[config.mk]
export PLATFORM = sky130hd
export DESIGN_NAME = ram_read_scanner
export DESIGN_NICKNAME = d
export VERILOG_FILES = /design/src/rtl/ram_scan_pkg.sv /design/src/rtl/tick_prescaler.sv /design/src/rtl/ram_read_scanner.sv
export SDC_FILE = /design/constraint.sdc
export NUM_CORES = 1
export LEC_CHECK = 0
export CAP_MARGIN = 10
export CORE_ASPECT_RATIO = 1.2
export CORE_MARGIN = 2
export CORE_UTILIZATION = 28
export CTS_BUF_LIST = sky130_fd_sc_hd__clkbuf_8
export DETAILED_ROUTE_END_ITERATION = 8
export RECOVER_POWER = 50
export REMOVE_ABC_BUFFERS = 1
export SYNTH_ARGS = -nofsm -noshare
export SYNTH_HDL_FRONTEND = slang
export SYNTH_SLANG_ARGS = --single-unit
[constraint.sdc]
create_clock -name i_clk -period 1.7 [get_ports i_clk]
set_input_delay 0.17 -clock i_clk [delete_from_list [all_inputs] [get_ports i_clk]]
set_output_delay 0.17 -clock i_clk [all_outputs]
set_load 0.05 [all_outputs]
[src/rtl/ram_scan_pkg.sv]
// Shared types and default widths for the display-RAM read scanner.
package ram_scan_pkg;

    typedef enum logic [1:0] {
        IDLE    = 2'd0,
        WAIT    = 2'd1,
        CAPTURE = 2'd2
    } scan_state_t;

    localparam int unsigned DEF_ADDR_W = 5;
    localparam int unsigned DEF_DATA_W = 4;

endpackage

[src/rtl/tick_prescaler.sv]
// Free-running divider: o_tick_c pulses on the terminal count while enabled.
module tick_prescaler #(
    parameter int unsigned TICK_DIV = 50_000_000
) (
    input  logic i_clk,
    input  logic i_reset_n,
    input  logic i_en,
    input  logic i_clr,
    output logic o_tick_c
);

    localparam int unsigned CNT_W = (TICK_DIV > 1) ? $clog2(TICK_DIV) : 1;
    localparam logic [CNT_W-1:0] CNT_LAST = CNT_W'(TICK_DIV - 1);

    logic [CNT_W-1:0] r_cnt;

    // Disabled or cleared holds the count at zero so a new run starts a full period.
    always_ff @(posedge i_clk or negedge i_reset_n) begin
        if (!i_reset_n) begin
            r_cnt <= '0;
        end else if (i_clr || !i_en || (r_cnt == CNT_LAST)) begin
            r_cnt <= '0;
        end else begin
            r_cnt <= r_cnt + CNT_W'(1);
        end
    end

    assign o_tick_c = i_en && !i_clr && (r_cnt == CNT_LAST);

endmodule

[src/rtl/ram_read_scanner.sv]
// Read-side sequencer for the display RAM: steps/scans rd_addr, waits out read latency, latches addr/data.
// Define SCAN_AUTO_EN to build the run-driven auto-scan prescaler; otherwise only i_step advances.
module ram_read_scanner
    import ram_scan_pkg::*;
#(
    parameter int unsigned ADDR_W     = DEF_ADDR_W,
    parameter int unsigned DATA_W     = DEF_DATA_W,
    parameter int unsigned RD_LATENCY = 2,
    parameter int unsigned TICK_DIV   = 50_000_000
) (
    input  logic              i_clk,
    input  logic              i_reset_n,
    input  logic              i_step,
    input  logic              i_run,
    input  logic              i_clear,
    input  logic              i_wr_en,
    input  logic [ADDR_W-1:0] i_wr_addr,
    output logic [ADDR_W-1:0] o_rd_addr,
    input  logic [DATA_W-1:0] i_rd_q,
    output logic [ADDR_W-1:0] o_out_addr,
    output logic [DATA_W-1:0] o_out_data,
    output logic              o_out_valid,
    output logic              o_busy
);

    localparam int unsigned LAT_W = 2;
    localparam logic [LAT_W-1:0] LAT_LAST = LAT_W'(RD_LATENCY - 1);

    scan_state_t       r_state,     w_state_nxt;
    logic [LAT_W-1:0]  r_lat_cnt,   w_lat_cnt_nxt;
    logic [ADDR_W-1:0] r_rd_addr,   w_rd_addr_nxt;
    logic [ADDR_W-1:0] r_out_addr,  w_out_addr_nxt;
    logic [DATA_W-1:0] r_out_data,  w_out_data_nxt;
    logic              r_out_valid, w_out_valid_nxt;
    logic              r_busy,      w_busy_nxt;
    logic              r_pend_adv,  w_pend_adv_nxt;
    logic              r_pend_ref,  w_pend_ref_nxt;
    logic              r_wr_en_d;
    logic [ADDR_W-1:0] r_wr_addr_d;
    logic              w_auto_tick;
    logic              w_adv_evt;
    logic              w_ref_evt;

`ifdef SCAN_AUTO_EN
    tick_prescaler #(
        .TICK_DIV (TICK_DIV)
    ) u_prescaler (
        .i_clk     (i_clk),
        .i_reset_n (i_reset_n),
        .i_en      (i_run),
        .i_clr     (i_clear),
        .o_tick_c  (w_auto_tick)
    );
`else
    logic w_unused_run;
    assign w_unused_run = i_run | (TICK_DIV == 0);
    assign w_auto_tick  = 1'b0;
`endif

    // The RAM returns old data during the write cycle, so the hit is judged one cycle later.
    always_ff @(posedge i_clk or negedge i_reset_n) begin
        if (!i_reset_n) begin
            r_wr_en_d   <= 1'b0;
            r_wr_addr_d <= '0;
        end else begin
            r_wr_en_d   <= i_wr_en;
            r_wr_addr_d <= i_wr_addr;
        end
    end

    assign w_adv_evt = i_step | w_auto_tick;
    assign w_ref_evt = r_wr_en_d && (r_wr_addr_d == r_out_addr);

    always_ff @(posedge i_clk or negedge i_reset_n) begin
        if (!i_reset_n) begin
            r_state     <= WAIT;
            r_lat_cnt   <= '0;
            r_rd_addr   <= '0;
            r_out_addr  <= '0;
            r_out_data  <= '0;
            r_out_valid <= 1'b0;
            r_busy      <= 1'b1;
            r_pend_adv  <= 1'b0;
            r_pend_ref  <= 1'b0;
        end else begin
            r_state     <= w_state_nxt;
            r_lat_cnt   <= w_lat_cnt_nxt;
            r_rd_addr   <= w_rd_addr_nxt;
            r_out_addr  <= w_out_addr_nxt;
            r_out_data  <= w_out_data_nxt;
            r_out_valid <= w_out_valid_nxt;
            r_busy      <= w_busy_nxt;
            r_pend_adv  <= w_pend_adv_nxt;
            r_pend_ref  <= w_pend_ref_nxt;
        end
    end

    always_comb begin
        w_state_nxt     = r_state;
        w_lat_cnt_nxt   = r_lat_cnt;
        w_rd_addr_nxt   = r_rd_addr;
        w_out_addr_nxt  = r_out_addr;
        w_out_data_nxt  = r_out_data;
        w_out_valid_nxt = 1'b0;
        w_pend_adv_nxt  = r_pend_adv;
        w_pend_ref_nxt  = r_pend_ref;

        if (i_clear) begin
            w_state_nxt    = WAIT;
            w_lat_cnt_nxt  = '0;
            w_rd_addr_nxt  = '0;
            w_pend_adv_nxt = 1'b0;
            w_pend_ref_nxt = 1'b0;
        end else begin
            // Events seen mid-fetch are parked; advance is one deep, extras are dropped.
            if (r_state != IDLE) begin
                if (w_adv_evt) begin
                    w_pend_adv_nxt = 1'b1;
                end
                if (w_ref_evt) begin
                    w_pend_ref_nxt = 1'b1;
                end
            end

            unique case (r_state)
                IDLE: begin
                    if (w_adv_evt || r_pend_adv) begin
                        w_rd_addr_nxt  = r_rd_addr + ADDR_W'(1);
                        w_state_nxt    = WAIT;
                        w_lat_cnt_nxt  = '0;
                        w_pend_adv_nxt = 1'b0;
                        w_pend_ref_nxt = 1'b0;
                    end else if (w_ref_evt || r_pend_ref) begin
                        w_state_nxt    = WAIT;
                        w_lat_cnt_nxt  = '0;
                        w_pend_ref_nxt = 1'b0;
                    end
                end
                WAIT: begin
                    w_lat_cnt_nxt = r_lat_cnt + LAT_W'(1);
                    if (r_lat_cnt == LAT_LAST) begin
                        w_state_nxt = CAPTURE;
                    end
                end
                CAPTURE: begin
                    w_out_data_nxt  = i_rd_q;
                    w_out_addr_nxt  = r_rd_addr;
                    w_out_valid_nxt = 1'b1;
                    w_state_nxt     = IDLE;
                end
                default: begin
                    w_state_nxt = IDLE;
                end
            endcase
        end

        w_busy_nxt = (w_state_nxt != IDLE);
    end

    assign o_rd_addr   = r_rd_addr;
    assign o_out_addr  = r_out_addr;
    assign o_out_data  = r_out_data;
    assign o_out_valid = r_out_valid;
    assign o_busy      = r_busy;

endmodule

Word-level counts from Yosys, hierarchy flattened
Cells that the tools add are included.
- flip-flop bits (word level): 28
- latch bits: 0
- bits in writable memories: 0
- ROM bits: 0
- input bits: 15
- output and inout port bits: 16
- word-level logic and storage cells: 56
- memories kept: 0
- add/sub/neg operators: 2
- $mul: 0
- div/mod/pow operators: 0
- $lt $le $gt $ge: 0
- equal/unequal tests: 5
- shift operators: 0
- muxes and demuxes: 25
- bitwise gates (word level): 1
- reduce and logical (&&, ||, !) cells: 12
- operators with widths (operator ; number):
    two-way mux 5 bit ; 3
    two-way mux 2 bit ; 7
    two-way mux 1 bit ; 13
    case mux 2 bit (2 select lines) ; 2
    nonzero test 2 bit ; 4
    AND reduction 2 bit ; 3
    adder 5 x 1 -> 5 bit (second input constant) ; 1
    equality test 5 bit ; 1
    equality test 2 x 1 -> 1 bit (second input constant) ; 2
    inequality test 4 bit (second input constant) ; 1
    nonzero test 3 bit ; 1
    adder 2 x 1 -> 2 bit (second input constant) ; 1
    equality test 2 bit (second input constant) ; 1
    zero test 2 bit ; 1
    logical OR 1 bit ; 2
    logical AND 1 bit ; 1
    inverter 1 bit ; 1

Logic depth before layout (Yosys ltp)
Gate-level depths: netlist of the first run.
- depth after elaboration: 8
- mapped depth: 5

Least setup slack after synthesis of the first run
Ideal clock, no wire load.
- kind: reg2reg
- from: register r_out_addr[3] (netlist: o_out_addr[3])
- to: register r_lat_cnt[0]
- arrival: 1.477 ns
- data required time: 1.570 ns
- path slack: 0.093 ns
- stages on the path, launching flop included: 5
- path buffers: 0
- cell sequence: dfrtp_1 -> xor2_1 -> nor4_2 -> a31oi_4 -> o2bb2ai_1
- longest elaborated chain between the ends: 5
- ends and longest elaborated chain (what ; line ; text):
    start, declared ; ram_read_scanner.sv:32 ; logic [ADDR_W-1:0] r_out_addr, w_out_addr_nxt;
    start signal, assigned ; ram_read_scanner.sv:89 ; r_out_addr <= w_out_addr_nxt;
    equality test 5 bit ; ram_read_scanner.sv:72 ; assign w_ref_evt = r_wr_en_d && (r_wr_addr_d == r_out_addr);
    logical AND 1 bit ; ram_read_scanner.sv:72 ;
    logical OR 1 bit ; ram_read_scanner.sv:133 ; end else if (w_ref_evt || r_pend_ref) begin
    inequality test 4 bit (no source line) ; n/a ;
    AND reduction 2 bit (no source line) ; n/a ;
    end signal, assigned ; ram_read_scanner.sv:87 ; r_lat_cnt <= w_lat_cnt_nxt;
    end, declared ; ram_read_scanner.sv:30 ; logic [LAT_W-1:0] r_lat_cnt, w_lat_cnt_nxt;
No other way between the ends.
A chain may end at the register's enable or synchronous reset.

Worst setup path after layout of the first run
- from: register r_out_data[0] (netlist: o_out_data[0])
- to: output port o_out_data[0]
- RTL lines (what ; line ; text):
    start, declared ; ram_read_scanner.sv:33 ; logic [DATA_W-1:0] r_out_data, w_out_data_nxt;
    start signal, assigned ; ram_read_scanner.sv:90 ; r_out_data <= w_out_data_nxt;
    end, declared ; ram_read_scanner.sv:21 ; output logic [DATA_W-1:0] o_out_data,
No word-level cell between the ends.

==> results of run 1 <==
## sequential cells by signal, indices dropped and copies added, names as in the netlist
signal and flops:
o_rd_addr 5, o_out_valid 1, o_out_addr 5, r_lat_cnt 2
o_busy 1, o_out_data 4, r_wr_en_d 1, r_pend_adv 1
r_state 2, r_pend_ref 1, r_wr_addr_d 5
## how the worst max path moves through the flow
stage | startpoint | to | cells past startpoint
after global placement | i_step | r_lat_cnt[1] | 5
after floorplan | r_state[1] | o_out_data[0] | 2
after global routing | o_out_data[1] | o_out_data[1] | 1
final | o_out_data[0] | o_out_data[0] | 1
after detailed placement | i_step | r_lat_cnt[0] | 5
after CTS | o_out_data[0] | o_out_data[0] | 1
## cells in the final DEF, fill, tap and decap left out
cell type / instances
a21oi_1: 5
a31oi_1: 1
a31oi_4: 1
and2_1: 2
buf_4: 15
bufinv_16: 1
clkbuf_1: 1
clkbuf_2: 1
clkbuf_8: 3
clkdlybuf4s50_1: 11
dfrtp_1: 26
dfstp_2: 2
dlygate4sd3_1: 7
ha_1: 2
inv_1: 2
mux2_1: 3
mux2_2: 6
nand2_1: 3
nand3_1: 2
nand4_1: 2
nor2_1: 8
nor3_1: 3
nor3b_1: 3
nor4_2: 1
o2bb2ai_1: 2
or2_1: 1
or4_4: 1
xnor2_1: 1
xor2_1: 8
## per-stage QoR
| stage | setup WS, ps | instance area [µm²] | power, µW |
|---|---|---|---|
| after floorplan | -87.7 | 1130 | 1320 |
| final | 95.3 | 1570 | 2050 |
| after CTS | 78.7 | 1580 | 2080 |
| after global placement | 66.3 | 1510 | 1530 |
| after global routing | 37.9 | 1570 | 2170 |
| after detailed placement | 18.0 | 1510 | 1550 |
## kinds of logic after synthesis
kind of cell,Yosys count,share of synthesized area [%]
buf+inv,6,2.18
flops,28,61.3
compound gates,9,6.11
simple gates,26,12.5
mux,9,8.83
fa+ha+maj,2,2.18
xor+xnor,9,6.87
## metal layers
metal / global-route usage [%] / up-vias
li1: - / 375
met1: 11.5 / 387
met2: 18.5 / 20
met3: 2.72 / 5
met4: 5.19 / 0
met5: 0 / -
## power groups by stage
stage | logic (µW) | clock network [µW] | registers, µW
floorplan | 224 | 0 | 1090
global placement | 638 | 0 | 897
detailed placement | 650 | 0 | 904
CTS | 652 | 540 | 891
global route | 692 | 566 | 911
finish | 639 | 520 | 890
## area by class of cell
type | instances | area, µm² | area share, %
flip-flops and latches | 28 | 703 | 44.8
multi-input cells | 55 | 419 | 26.7
repair buffers | 35 | 302 | 19.2
well taps | 54 | 67.6 | 4.30
clock buffers | 3 | 41.3 | 2.63
clock inverters | 1 | 30.0 | 1.91
inverters | 2 | 7.51 | 0.478
==> summary.txt, run 1 <==
STA
  – Slew Limit Headroom: 53.3%
  – Minimum clock period: 1600 ps
  – Hold slack: 442 ps
  – Worst-Margin Slew: 700 ps
  – RSZ-0062 raised after global routing: no
  – Final clock skew: 5.12 ps
  – Final Hold Viols: 0
  – Period utilisation layout: 94.4%
  – Final Setup Violations: 0
  – Slew Limit Fails: 0
  – FMAX: 623 MHz
  – Final setup TNS: 0 ps

Synthesis
  – Most frequent cell after synthesis: dfrtp_1
  – Number of synthesized flops with an enable pin: 0
  – Post-synth top cells: dfrtp_1 (26), nor2_1 (8), xor2_1 (8)
  – Synth cell types: 25
  – Top post-synthesis cells by area: dfrtp_1 (57%), xor2_1 (6.1%), mux2_2 (5.9%)
  – Post-synth ARST share: 100%
  – Yosys top cell by area: dfrtp_1
  – Mapped cell area: 0.00115 mm²
  – Synth Area per Inst: 12.9 µm²
  – Synth Warn #: 0
  – Synth Register Bits: 28
  – Top FF cell, synth: dfrtp_1
  – Synth Instances: 89
  – Sequential cell area fraction in the yosys report: 61.3%
  – Synth top area share: 56.7%

Cells and area
  – Non-filler cells in the finished layout: 178
  – Finished Core Util: 39.8%
  – Ant. Diodes: 0
  – Fillcell total: 405
  – Layout area overhead: 36.9%
  – NumNets Final: 142
  – Layout cells sized above 1: 25.0%

Worst setup path
  – Critical Path Fanout Max: 2
  – R2R depth: 4
  – CP max stage delay: 800 ps
  – Crit Path Class: flop to primary output
  – Reg-to-reg setup timing slack: 220 ps
  – Arrival @ worst endpoint: 1430 ps
  – Worst r2r src: r_pend_adv
  – Worst R2R End: r_lat_cnt[0]
  – Critical Path, Cell by Cell: clkdlybuf4s50_1
  – CP endpoint kind: primary output
  – Worst Path Required: 1530 ps
  – Slowest CP cell: clkdlybuf4s50_1
  – Critical path's top delay family: buffers and inverters
  – Worst setup SP type: flop
  – Worst Path Buf+Inv: 1

Place
  – DPL Wire Length: 1630 µm
  – Port buffer count: 29
  – Placed Cells incl. Taps: 174
  – Global placement routability congestion: 0.730

Floorplan
  – Full die area: 0.00463 mm²
  – Row cnt: 25
  – Die height: 74.1 µm
  – Die width: 62.4 µm
  – CORE AREA: 0.00394 mm²
  – IO Pins: 31
  – Initial core utilization: 29.1%

Clock tree
  – Clk_lat worst skew: 270 ps
  – Clock root buffer: clkbuf_8
  – Reg clk slew, reported paths: 100 ps
  – Post-CTS setup buffers: 0
  – CTS tree: built
  – Clock tree buffer depth: 2
  – CTS sink count: 28
  – Total CTS buffers: 3
  – Hold_buf cts: 0
  – H-tree levels: 1
  – Cts repair resizes: 0

Route
  – DRC viols: 0
  – Initial detailed-routing violation count: 13
  – Via count: 787
  – DR WL/cell: 12.4 µm
  – DRT met1 WL: 951 µm
  – Antenna-violating nets left: 0
  – WL final: 2210 µm
  – Max layer used: met4
  – DR vias/cell: 4.42
  – First-pass DRT Iterations: 3
  – Routed met2 length: 1110 µm
  – Met3 wire length: 103 µm

Pwr
  – Seq pwr share: 43.5%
  – PwrDens: 1300 mW/mm²
  – Int Pwr: 1360 µW
  – Leakage: 0.000719 µW
  – Worst VDD drop: 0.000636 V
  – Net Sw Frac: 33.7%
  – Part of the power in combinational logic: 31.2%
  – Clock share of power: 25.4%
  – Switch Pwr: 690 µW

Hold path
  – Worst hold start: i_wr_addr[3]
  – Hold Crit Depth: 1
  – Min-Delay Endpoint: r_wr_addr_d[3]
  – HP Class: input pin to flop

GRT
  – Number of global-route vias before repair: 818
  – GRT overflow: 0
  – Largest net degree at the start of global routing: 29
  – Initial antenna violation count: 0
  – GRT Total Usage: 10.3%
  – First-pass GRT wire length: 3680 µm

Run
  – Max-cap violations: 0

Status
  – Outcome: finished clean
No activity file was read; power rests on OpenSTA's default activity.
==> run 2: changes to the inputs <==
PLACE_DENSITY = 0.49   (was not set)
SLEW_MARGIN = 20   (was not set)
==> run 2 against run 1 <==
Against the previous run:
- count of clock-buffer cells in the layout rose by 1
- sequential share of layout area is 0.25 points higher
- via count down 1.3%
- setup slack got worse by 7.1 ps
- clock skew up 0.82 ps
- largest cell class unchanged
==> summary.txt, run 2 (synthesis results as in run 1) <==
STA
  – RSZ-0062 raised after global routing: no
  – Worst-Margin Slew: 686 ps (-14.4 ps)
  – Final Hold Viols: 0 (unchanged)
  – Period utilisation layout: 94.8% (+0.42 points)
  – Minimum clock period: 1610 ps (+7.08 ps)
  – Slew Limit Fails: 0 (unchanged)
  – Final setup TNS: 0 ps (unchanged)
  – Final clock skew: 5.95 ps (+0.821 ps)
  – Slew Limit Headroom: 54.3% (+0.96 points)
  – FMAX: 620 MHz (-0.44%)
  – Final Setup Violations: 0 (unchanged)

GRT
  – Initial antenna violation count: 0 (unchanged)
  – First-pass GRT wire length: 3880 µm (+5.2%)
  – GRT Total Usage: 10.9% (+0.56 points)
  – Largest net degree at the start of global routing: 29 (unchanged)
  – Number of global-route vias before repair: 836 (+2.2%)
  – GRT overflow: 0 (unchanged)

Worst setup path
  – Reg-to-reg setup timing slack: 170 ps (-50 ps)
  – Arrival @ worst endpoint: 1440 ps (about the same)
  – R2R depth: 3 (-1)
  – Crit Path Class: flop to primary output
  – Critical Path Fanout Max: 2 (unchanged)
  – Critical Path, Cell by Cell: clkdlybuf4s50_1
  – Slowest CP cell: clkdlybuf4s50_1
  – Worst Path Required: 1530 ps (about the same)
  – Critical path's top delay family: buffers and inverters
  – Worst Path Buf+Inv: 1 (unchanged)
  – Critical path depth: 1 (unchanged)
  – CP max stage delay: 810 ps (about the same)
  – Worst setup SP type: flop
  – CP endpoint kind: primary output

Place
  – DPL Wire Length: 1660 µm (+2.1%)
  – Port buffer count: 29 (unchanged)
  – Global placement routability congestion: 0.693 (-5.0%)
  – Cell Area, Placed: 0.00151 mm² (+0.50%)

Cells and area
  – NumNets Final: 143 (+0.70%)
  – Ant. Diodes: 0 (unchanged)
  – Commonest non-fill, non-tap cell in the layout: dfrtp_1
  – Post-Layout Inst Area: 0.00156 mm² (-0.56%)
  – Most frequent cells in the layout: dfrtp_1 (26), buf_4 (16), clkdlybuf4s50_1 (11)
  – Finished Core Util: 39.6% (-0.22 points)
  – Layout area overhead: 36.1%
  – Layout cells sized above 1: 25.6% (+0.60 points)

Route
  – Via count: 777 (-1.3%)
  – DRC viols: 0 (unchanged)
  – WL final: 2250 µm (+1.9%)
  – Antenna-violating nets left: 0 (unchanged)
  – Initial detailed-routing violation count: 37 (+24)
  – DR WL/cell: 12.6 µm (+1.3%)
  – First-pass DRT Iterations: 3 (unchanged)
  – DR vias/cell: 4.34 (-1.8%)

Clock tree
  – Post-CTS setup buffers: 0 (unchanged)
  – CTS sink count: 28 (unchanged)
  – Hold_buf cts: 0 (unchanged)
  – Cts repair resizes: 0 (unchanged)
  – Clock root buffer: clkbuf_8
  – Reg clk slew, reported paths: 100 ps (about the same)
  – Clock tree buffer depth: 2 (unchanged)
  – Clk_lat worst skew: 270 ps (about the same)
  – Total CTS buffers: 3 (unchanged)
  – CTS tree: built
  – H-tree levels: 1 (unchanged)

Hold path
  – HP Class: input pin to flop
  – Hold Crit Depth: 1 (unchanged)

Pwr
  – PwrDens: 1260 mW/mm² (-3.8%)
  – Total power: 1960 µW (-4.3%)
  – Worst VDD drop: 0.000630 V (-0.97%)
  – Leakage: 0.000718 µW (-0.14%)

Status
  – Outcome: finished clean

Floorplan
  – CORE AREA: 0.00394 mm² (unchanged)
  – IO Pins: 31 (unchanged)
  – Row cnt: 25 (unchanged)
  – Die width: 62.4 µm (unchanged)
  – Initial core utilization: 29.1% (unchanged)
  – Full die area: 0.00463 mm² (unchanged)
  – Die height: 74.1 µm (unchanged)

Run
  – Max-cap violations: 0 (unchanged)
## run 2: cell types whose count changed in the layout (fill, tap and decap cells not counted)
cell	before	now
clkbuf_8	3	4
bufinv_16	1	0
buf_4	15	16
## run 2: power by group
group / internal (µW) / switching, µW
sequential: 789 / 98.5
clock: 207 / 207
combinational: 267 / 392
## run 2: layer usage
layer | global-route usage, % | part of all wire (%) | vias to the layer above
met5 | 0 | 0 | -
met4 | 5.19 | 1.1 | 0
met3 | 2.42 | 4.0 | 2
met2 | 18.3 | 51 | 16
met1 | 13.5 | 44 | 385
li1 | - | - | 374
## run 2: final timing paths
check,start,to
worst min-delay path,i_wr_addr[2],r_wr_addr_d[2]
min in group asynchronous,i_reset_n,r_state[1]
worst max register to register,r_state[1],o_out_data[3]
worst min register to register,o_out_data[2],o_out_data[2]
max in group asynchronous,i_reset_n,r_lat_cnt[0]
worst max-delay path,o_out_data[0],o_out_data[0]
## run 2: final cells by class
class | instances | area, µm²
Multi-Input combinational cell | 55 | 419
Inverter | 2 | 7.51
Sequential cell | 28 | 703
Timing Repair Buffer | 36 | 309
Fill cell | 413 | 2380
Clock buffer | 4 | 55.1
Tap cell | 54 | 67.6
## run 2: through the flow
stage               worst slack (ps)  hold WS, ps  cells
floorplan                      -87.7         -126     85
global placement               -37.4          475    175
detailed placement             -38.9          480    175
CTS                             70.9          287    179
global route                    25.7          430    179
finish                          88.2          441    179
==> run 3: changes to the inputs <==
SKIP_CTS_REPAIR_TIMING = 1   (was not set)
SYNTH_HIERARCHICAL = 1   (was not set)
==> results of run 3 <==
Final layout, timing and power as in run 2 (identical DEF).
Among the figures that moved: Yosys warning count 0 -> 6
